`src/rtl/branch_resolve_ctrl.sv`:
```
// ID-stage branch resolution sequencer: stalls the front end on RAW hazards
// against EX/MEM, then issues the PC redirect and IF/ID flush when the branch resolves.
module branch_resolve_ctrl #(
  parameter int unsigned XLEN      = 32,
  parameter int unsigned CNT_W     = 32,
  parameter logic [6:0]  BR_OPCODE = 7'b1100011
) (
  input  logic             clk,
  input  logic             rst,
  input  logic             hold,
  input  logic             kill,
  input  logic             id_valid,
  input  logic [6:0]       id_opcode,
  input  logic [4:0]       id_rs1,
  input  logic [4:0]       id_rs2,
  input  logic [XLEN-1:0]  id_pc,
  input  logic [XLEN-1:0]  id_imm,
  input  logic             ex_reg_write,
  input  logic             ex_mem_read,
  input  logic [4:0]       ex_rd,
  input  logic             mem_mem_read,
  input  logic [4:0]       mem_rd,
  input  logic             branch_taken,
  output logic             stall_front,
  output logic             bubble_id_ex,
  output logic             pc_redirect,
  output logic             flush_if_id,
  output logic [XLEN-1:0]  branch_target,
  output logic [CNT_W-1:0] br_count,
  output logic [CNT_W-1:0] taken_count,
  output logic [CNT_W-1:0] stall_count,
  output logic [1:0]       dbg_state,
  output logic             dbg_cnt
);

  typedef enum logic [1:0] {
    S_IDLE    = 2'd0,
    S_STALL   = 2'd1,
    S_RESOLVE = 2'd2
  } state_e;

  state_e state_q, state_d;
  logic   cnt_q, cnt_d;

  logic [CNT_W-1:0] br_cnt_q, br_cnt_d;
  logic [CNT_W-1:0] tk_cnt_q, tk_cnt_d;
  logic [CNT_W-1:0] st_cnt_q, st_cnt_d;

  logic       is_br;
  logic       load_ex1, alu_ex1, load_mem1;
  logic       load_ex2, alu_ex2, load_mem2;
  logic [1:0] need1, need2, need_max;
  logic       stall_c, resolve_c;

  assign is_br = id_valid && (id_opcode == BR_OPCODE);

  // Per-operand stall requirement; x0 never creates a dependency.
  always_comb begin
    load_ex1  = (id_rs1 != 5'd0) && ex_mem_read && (ex_rd == id_rs1);
    alu_ex1   = (id_rs1 != 5'd0) && ex_reg_write && !ex_mem_read && (ex_rd == id_rs1);
    load_mem1 = (id_rs1 != 5'd0) && mem_mem_read && (mem_rd == id_rs1);
    load_ex2  = (id_rs2 != 5'd0) && ex_mem_read && (ex_rd == id_rs2);
    alu_ex2   = (id_rs2 != 5'd0) && ex_reg_write && !ex_mem_read && (ex_rd == id_rs2);
    load_mem2 = (id_rs2 != 5'd0) && mem_mem_read && (mem_rd == id_rs2);
    need1     = load_ex1 ? 2'd2 : ((alu_ex1 || load_mem1) ? 2'd1 : 2'd0);
    need2     = load_ex2 ? 2'd2 : ((alu_ex2 || load_mem2) ? 2'd1 : 2'd0);
    need_max  = (need1 > need2) ? need1 : need2;
  end

  always_comb begin
    state_d   = state_q;
    cnt_d     = cnt_q;
    stall_c   = 1'b0;
    resolve_c = 1'b0;

    case (state_q)
      S_IDLE: begin
        if (is_br) begin
          if (need_max != 2'd0) begin
            stall_c = 1'b1;
            cnt_d   = 1'b0;
            state_d = (need_max == 2'd2) ? S_STALL : S_RESOLVE;
          end else begin
            resolve_c = 1'b1;
          end
        end
      end
      S_STALL: begin
        stall_c = 1'b1;
        cnt_d   = cnt_q + 1'b1;
        state_d = S_RESOLVE;
      end
      S_RESOLVE: begin
        resolve_c = 1'b1;
        state_d   = S_IDLE;
      end
      default: begin
        state_d = S_IDLE;
        cnt_d   = 1'b0;
      end
    endcase

    // A frozen pipeline keeps stalling but must not take the redirect.
    if (hold) begin
      state_d   = state_q;
      cnt_d     = cnt_q;
      resolve_c = 1'b0;
    end

    if (kill || rst) begin
      state_d   = S_IDLE;
      cnt_d     = 1'b0;
      stall_c   = 1'b0;
      resolve_c = 1'b0;
    end
  end

  assign stall_front   = stall_c;
  assign bubble_id_ex  = stall_c;
  assign pc_redirect   = resolve_c && branch_taken;
  assign flush_if_id   = resolve_c && branch_taken;
  assign branch_target = id_pc + id_imm;

  function automatic logic [CNT_W-1:0] sat_inc(input logic [CNT_W-1:0] v, input logic en);
    if (en && (v != {CNT_W{1'b1}})) return v + 1'b1;
    return v;
  endfunction

  // stall_c/resolve_c are already zero under kill, so only hold needs gating here.
  always_comb begin
    br_cnt_d = br_cnt_q;
    tk_cnt_d = tk_cnt_q;
    st_cnt_d = st_cnt_q;
    if (!hold) begin
      br_cnt_d = sat_inc(br_cnt_q, resolve_c);
      tk_cnt_d = sat_inc(tk_cnt_q, resolve_c && branch_taken);
      st_cnt_d = sat_inc(st_cnt_q, stall_c);
    end
  end

  always_ff @(posedge clk) begin
    if (rst) begin
      state_q  <= S_IDLE;
      cnt_q    <= 1'b0;
      br_cnt_q <= '0;
      tk_cnt_q <= '0;
      st_cnt_q <= '0;
    end else begin
      state_q  <= state_d;
      cnt_q    <= cnt_d;
      br_cnt_q <= br_cnt_d;
      tk_cnt_q <= tk_cnt_d;
      st_cnt_q <= st_cnt_d;
    end
  end

  assign br_count    = br_cnt_q;
  assign taken_count = tk_cnt_q;
  assign stall_count = st_cnt_q;
  assign dbg_state   = state_q;
  assign dbg_cnt     = cnt_q;

endmodule

```
`config.mk`:
```
export PLATFORM = sky130hd
export DESIGN_NAME = branch_resolve_ctrl
export DESIGN_NICKNAME = d
export VERILOG_FILES = /design/src/rtl/branch_resolve_ctrl.sv
export SDC_FILE = /design/constraint.sdc
export NUM_CORES = 1
export LEC_CHECK = 0
export CELL_PAD_IN_SITES_DETAIL_PLACEMENT = 0
export CELL_PAD_IN_SITES_GLOBAL_PLACEMENT = 1
export CORE_UTILIZATION = 36
export CTS_CLUSTER_DIAMETER = 30
export DETAILED_ROUTE_END_ITERATION = 16
export HOLD_SLACK_MARGIN = 0.06
export PLACE_DENSITY = 0.92
export SETUP_SLACK_MARGIN = 0.15
export SKIP_LAST_GASP = 1
export SYNTH_ARGS = -nofsm -noshare
export SYNTH_HDL_FRONTEND = slang
export SYNTH_SLANG_ARGS = --single-unit
```
`constraint.sdc`:
```
create_clock -name clk -period 8.3 [get_ports clk]
set_input_delay 0.83 -clock clk [delete_from_list [all_inputs] [get_ports clk]]
set_output_delay 0.83 -clock clk [all_outputs]
set_load 0.01 [all_outputs]
```
=== Word-level counts from Yosys, hierarchy flattened ===
Cells that the tools add are included.

* Multiplexer cells: 30
* Magnitude comparators: 1
* Bitwise logic cells: 2
* Reduce and logical (&&, ||, !) cells: 33
* Add/sub/neg operators: 5
* Equal/unequal tests: 13

{| class="wikitable"
|+ Operator list
! cell !! number
|-
| 32-bit by 1-bit adder with 32-bit output (second input constant) || 3
|-
| 32-bit 2-to-1 mux || 3
|-
| 32-bit inequality test (second input constant) || 3
|-
| 32-bit adder || 1
|-
| 5-bit equality test || 4
|-
| 1-bit logical AND || 19
|-
| 1-bit 2-to-1 mux || 17
|-
| 2-bit 2-to-1 mux || 6
|-
| 5-bit nonzero test || 2
|-
| 7-bit equality test (second input constant) || 1
|-
| 2-bit AND reduction || 3
|-
| 2-bit equality test (second input constant) || 2
|-
| 2-bit inequality test (second input constant) || 2
|-
| 1-bit one-hot mux with 2 select lines || 2
|-
| 2-bit one-hot mux with 2 select lines || 1
|-
| 4-bit AND reduction || 1
|-
| 1-bit logical OR || 3
|-
| 1-bit one-hot mux with 3 select lines || 1
|-
| 3-bit AND reduction || 1
|-
| 2-bit by 1-bit equality test with 1-bit output (second input constant) || 1
|-
| 2-bit > comparator || 1
|-
| 2-bit zero test || 1
|-
| 1-bit NOT || 2
|-
| 2-bit nonzero test || 1
|-
| 3 further kinds || 3
|}

* Register bits after elaboration: 99
* Output and inout port bits: 135
* Word-level logic and storage cells: 89
* Bits of input ports: 100

=== Depth between registers and ports, before layout ===
* Word-level depth: 20
* Gate-level depth with buffers: 14
* Depth with buffers taken out: 12

=== Worst setup path before layout ===
Ideal clock, no wire load.

* Path kind: input-to-output
* Start: input port id_rs1[0]
* End: output port pc_redirect
* Path buffers: 3
* Stages on the path: 13
* Required time: 7.470 ns
* Path slack: 4.101 ns
* Data arrival time: 3.369 ns
* Path through: xor2_1 nor4_1 and4_1 o21ai_0 ha_1 inv_1 o22ai_1 o211ai_2 a41oi_2 clkbuf_1 buf_1 nor2_1 buf_4

* Cells in the longest elaborated chain, start to end: 16
* Elaborated cells on any way between the ends: 22
* Classes of those cells: order compare (1); eq/ne (2); mux (8); reduce/logical (11)

{| class="wikitable"
|+ Ends and longest elaborated chain
! what !! RTL line !! RTL
|-
| start, declared || 14 || <nowiki>input logic [4:0] id_rs1,</nowiki>
|-
| 5-bit nonzero test || 59, 60, 61 ||
|-
| 1-bit logical AND (3 in series) || 60 || <nowiki>alu_ex1 = (id_rs1 != 5'd0) && ex_reg_write && !ex_mem_read && (ex_rd == id_rs1);</nowiki>
|-
| 1-bit logical OR || 65 || <nowiki>need1 = load_ex1 ? 2'd2 : ((alu_ex1 || load_mem1) ? 2'd1 : 2'd0);</nowiki>
|-
| 1-bit 2-to-1 mux || 65 ||
|-
| 2-bit 2-to-1 mux (*) || 65 ||
|-
| 2-bit > comparator || 67 || <nowiki>need_max = (need1 > need2) ? need1 : need2;</nowiki>
|-
| 2-bit 2-to-1 mux (*) || 67 ||
|-
| 2-bit nonzero test (*) || 79 || <nowiki>if (need_max != 2'd0) begin</nowiki>
|-
| 1-bit 2-to-1 mux (*) || 79 ||
|-
| 1-bit 2-to-1 mux (*) || 78 || <nowiki>if (is_br) begin</nowiki>
|-
| 1-bit one-hot mux with 2 select lines (*) || 76 || <nowiki>case (state_q)</nowiki>
|-
| 1-bit 2-to-1 mux (*) || 104 || <nowiki>if (hold) begin</nowiki>
|-
| 1-bit 2-to-1 mux (*) || 110 || <nowiki>if (kill || rst) begin</nowiki>
|-
| 1-bit logical AND (*) || -- ||
|-
| end, declared || 26 || <nowiki>output logic pc_redirect,</nowiki>
|}

Every way passes the cells marked *; elsewhere a longest branch is shown, timed or not.

=== Worst setup path after layout ===
* Start: input port id_rs1[4]
* End: output port flush_if_id

* Cells in the longest elaborated chain, start to end: 16
* Elaborated cells on any way between the ends: 22
* Classes of those cells: order compare (1); eq/ne (2); mux (8); reduce/logical (11)

{| class="wikitable"
|+ Ends and longest elaborated chain
! what !! RTL line !! RTL
|-
| 5-bit nonzero test || 59, 60, 61 ||
|-
| 1-bit logical AND (3 in series) || 60 ||
|-
| 1-bit logical OR || 65 ||
|-
| 1-bit 2-to-1 mux || 65 ||
|-
| 2-bit 2-to-1 mux (*) || 65 ||
|-
| 2-bit > comparator || 67 ||
|-
| 2-bit 2-to-1 mux (*) || 67 ||
|-
| 2-bit nonzero test (*) || 79 ||
|-
| 1-bit 2-to-1 mux (*) || 79 ||
|-
| 1-bit 2-to-1 mux (*) || 78 ||
|-
| 1-bit one-hot mux with 2 select lines (*) || 76 ||
|-
| 1-bit 2-to-1 mux (*) || 104 ||
|-
| 1-bit 2-to-1 mux (*) || 110 ||
|-
| 1-bit logical AND (*) || 121 || <nowiki>assign flush_if_id = resolve_c && branch_taken;</nowiki>
|-
| end, declared || 27 || <nowiki>output logic flush_if_id,</nowiki>
|}

Marked as above.

==> results.yml <==
status:
  status: "finished clean"
synth:
  synth_commonest_cells: "dfxtp_1, nor2_1, xnor2_1"
  synth_most_common_cell: "dfxtp_1"
  synth_seq_cells: 99
  ys.warnings.count: 0
  async_flop_share_pct: 0
  syn-num-nets: 1014
  synth.distinct_cells: 64
  synth_top_flop_cell: "dfxtp_1"
  yosysTopAreaCell: "dfxtp_1"
  synth_area_leaders: "dfxtp_1, xnor2_1, ha_1"
  syn_area_per_cell_sq_um: 7.979
  synth_edf_count: 0
  synth.top_cell.area_share_pct: 28.36
  synth_area_sq_um: 6989
  syn_inst: 876
  ys_seq_area_share_pct: 28.36
setup_path:
  crit_required_ns: 7.47
  startpoint_type: "input port"
  arrival_ns: 4.24
  worstSetupEndpointType: "primary output"
  crit_fanout: 40
  critPathKind: "in -> out"
die:
  die_w_um: 141.3
  ios: 235
  rows: 50
  initial_utilization_pct: 36.99
  coreArea_sq_um: 18890
  dieArea_sq_um: 19980
  die_y_um: 141.3
global_routing:
  grt_usage_pct: 19.97
  grt-ovfl-total: 0
  grt_pass1_vias: 6656
  antenna_found_initial: 0
  grt_max_degree: 87
  grt_pass1_wl_um: 32800
sta:
  fin_skew_ns: 0.01071
  rsz0062_at_grt: "no"
  tns_ns: 0
  finalHoldViolations: 0
  timing.final.crit_share_pct: 61.11
  worst_pin_slew_ns: 1.017
  fin_ws_ns: 3.228
  fin_crit_ns: 5.072
  finalMaxSlewViolations: 0
  setup_viol: 0
  fmax_ghz: 0.1972
  relSlewSlack_pct: 31.95
clock_network:
  post-cts-setup-buffers: 0
  clk_latency_ns: 0.35
  htree_levels: 3
  numCtsBuffers: 9
  ctsHoldBuffers: 0
  cts.sinks: 99
  cts_root_buffer: "clkbuf_16"
  post_cts_resized: 0
  cts_tree: "yes"
  cts.clk_slew.worst_paths_ns: 0.08
  clockBufferDepth: 2
placement:
  io_buffers: 234
  hpwlAfterDp_um: 15430
  gp_congestion: 0.8644
  preCtsSetupSlack_ns: 3.263
detailed_routing:
  drt-initial-drc-count: 303
  final_antenna_net_count: 0
  routedWlPerCell_um: 15.24
  drt-pass1-iter-count: 5
  drc: 0
  num_vias: 7264
  routed_wl_um: 20620
  avgViaCountPerCell: 5.369
power:
  switchingPower_w: 0.0003391
  power_leakage_nw: 3.455
  cellPowerDensity_nw_per_um2: 123.0
  power.internal_w: 0.0008744
  power_frac_comb_pct: 24.4
  ir_drop_mv: 0.09149
  seqPwrFrac_pct: 39.1
  p_sw_share_pct: 27.95
  clkPwrFrac_pct: 36.5
cells_and_area:
  nNetsFinal: 1226
  seqCellArea_sq_um: 1982
  area_growth_pct: 41.14
  multi_input_area_sq_um: 4761
  nFillCells: 1814
  num_antenna_cells: 0
  drive_gt1_share_pct: 5.672
worst_hold_path:
  hold_class: "reg -> reg"
flow_run:
  maxCapViolCount: 0
## placed cells by master, fill, tap and decap left out, types with 3 or more instances in the layout
master,count
a211oi_1,5
ha_1,37
xnor2_1,69
nor2_1,97
nand2_1,60
a21oi_1,64
nor4_2,3
inv_1,23
nor4_1,26
nor3_1,30
mux2i_1,4
nor2b_1,14
and2_1,10
nand3b_1,10
a21bo_2,8
and3_1,23
and4_1,15
nand3_1,36
o2111a_1,3
buf_4,9
mux2_2,14
clkbuf_16,9
o31ai_1,17
nand2b_1,10
clkdlybuf4s50_1,233
xor2_1,25
o211ai_1,5
or3_1,8
nand4_1,33
dfxtp_1,99
or4_1,15
a21o_1,15
o21ai_0,19
## final cells by class
class	count	share of cell area (%)
Timing Repair Buffer	242	24.33
Inverter	23	0.8752
Clock inverter	7	0.8625
Sequential cell	99	20.09
Tap cell	260	3.298
Clock buffer	9	2.283
Multi-Input combinational cell	713	48.26
## cells by family after synthesis
kind of cell / count (synthesis) / synth area share, %
buffers and inverters: 64 / 3.777
multiplexers: 18 / 2.829
flip-flops: 99 / 28.36
AO/OA/AOI/OAI: 163 / 15.75
AND/OR/NAND/NOR: 400 / 30.59
XOR/XNOR: 94 / 11.78
adder cells (fa/ha/maj): 38 / 6.910
## final timing paths
path	from	to	slack [ns]	cells past startpoint
max	id_rs1[4]	flush_if_id	3.23	13
min	br_count[16]	br_count[16]	0.49	2
max reg2reg	taken_count[5]	taken_count[15]	4.84	8
min reg2reg	br_count[16]	br_count[16]	0.49	2
## per-stage QoR
stage | total power [W] | cell area [sq um] | util (%) | instances | hold WS, ns
6_report | 0.001214 | 9864 | 52.21 | 1353 | 0.4943
5_1_grt | 0.001267 | 9864 | 52.21 | 1353 | 0.5236
4_1_cts | 0.001227 | 9864 | 52.21 | 1353 | 0.4966
3_5_place_dp | 0.0007815 | 9554 | 50.57 | 1337 | 0.4836
3_3_place_gp | 0.0007805 | 9554 | 50.57 | 1337 | 0.4773
2_1_floorplan | 0.0006335 | 6989 | - | 876 | 0.4977
## sequential cells by signal, summed over array words and instances, names as in the netlist
| signal | count |
|---|---|
| dbg_cnt | 1 |
| stall_count | 32 |
| br_count | 32 |
| taken_count | 32 |
| dbg_state | 2 |
## power by group through the flow
stage               Clock [W]  Combinational [W]  Sequential [W]
floorplan                   0           0.000148        0.000486
global placement            0           0.000295        0.000486
detailed placement          0           0.000296        0.000486
CTS                  0.000455           0.000297        0.000474
global route         0.000472           0.000321        0.000474
finish               0.000443           0.000296        0.000474
## critical path: stages
cell and delay, ns:
clkdlybuf4s50_1 0.48, xor2_1 0.19, nor4_1 0.31, and4_1 0.31, o21ai_0 0.11, ha_1 0.29
inv_1 0.05, o22ai_1 0.22, o211ai_2 0.16, a41oi_4 0.22, buf_4 0.41, nor2_1 0.11
clkdlybuf4s50_1 0.51
## per-layer routing
metal / global-route usage [%] / wire (um) / vias to the layer above
li1: - / - / 3633
met1: 25.63 / 9241 / 3380
met2: 33.40 / 9477 / 226
met3: 4.590 / 1583 / 25
met4: 5.664 / 320 / 0
met5: 0 / 0 / -
Power figures use the tool's default switching activity.
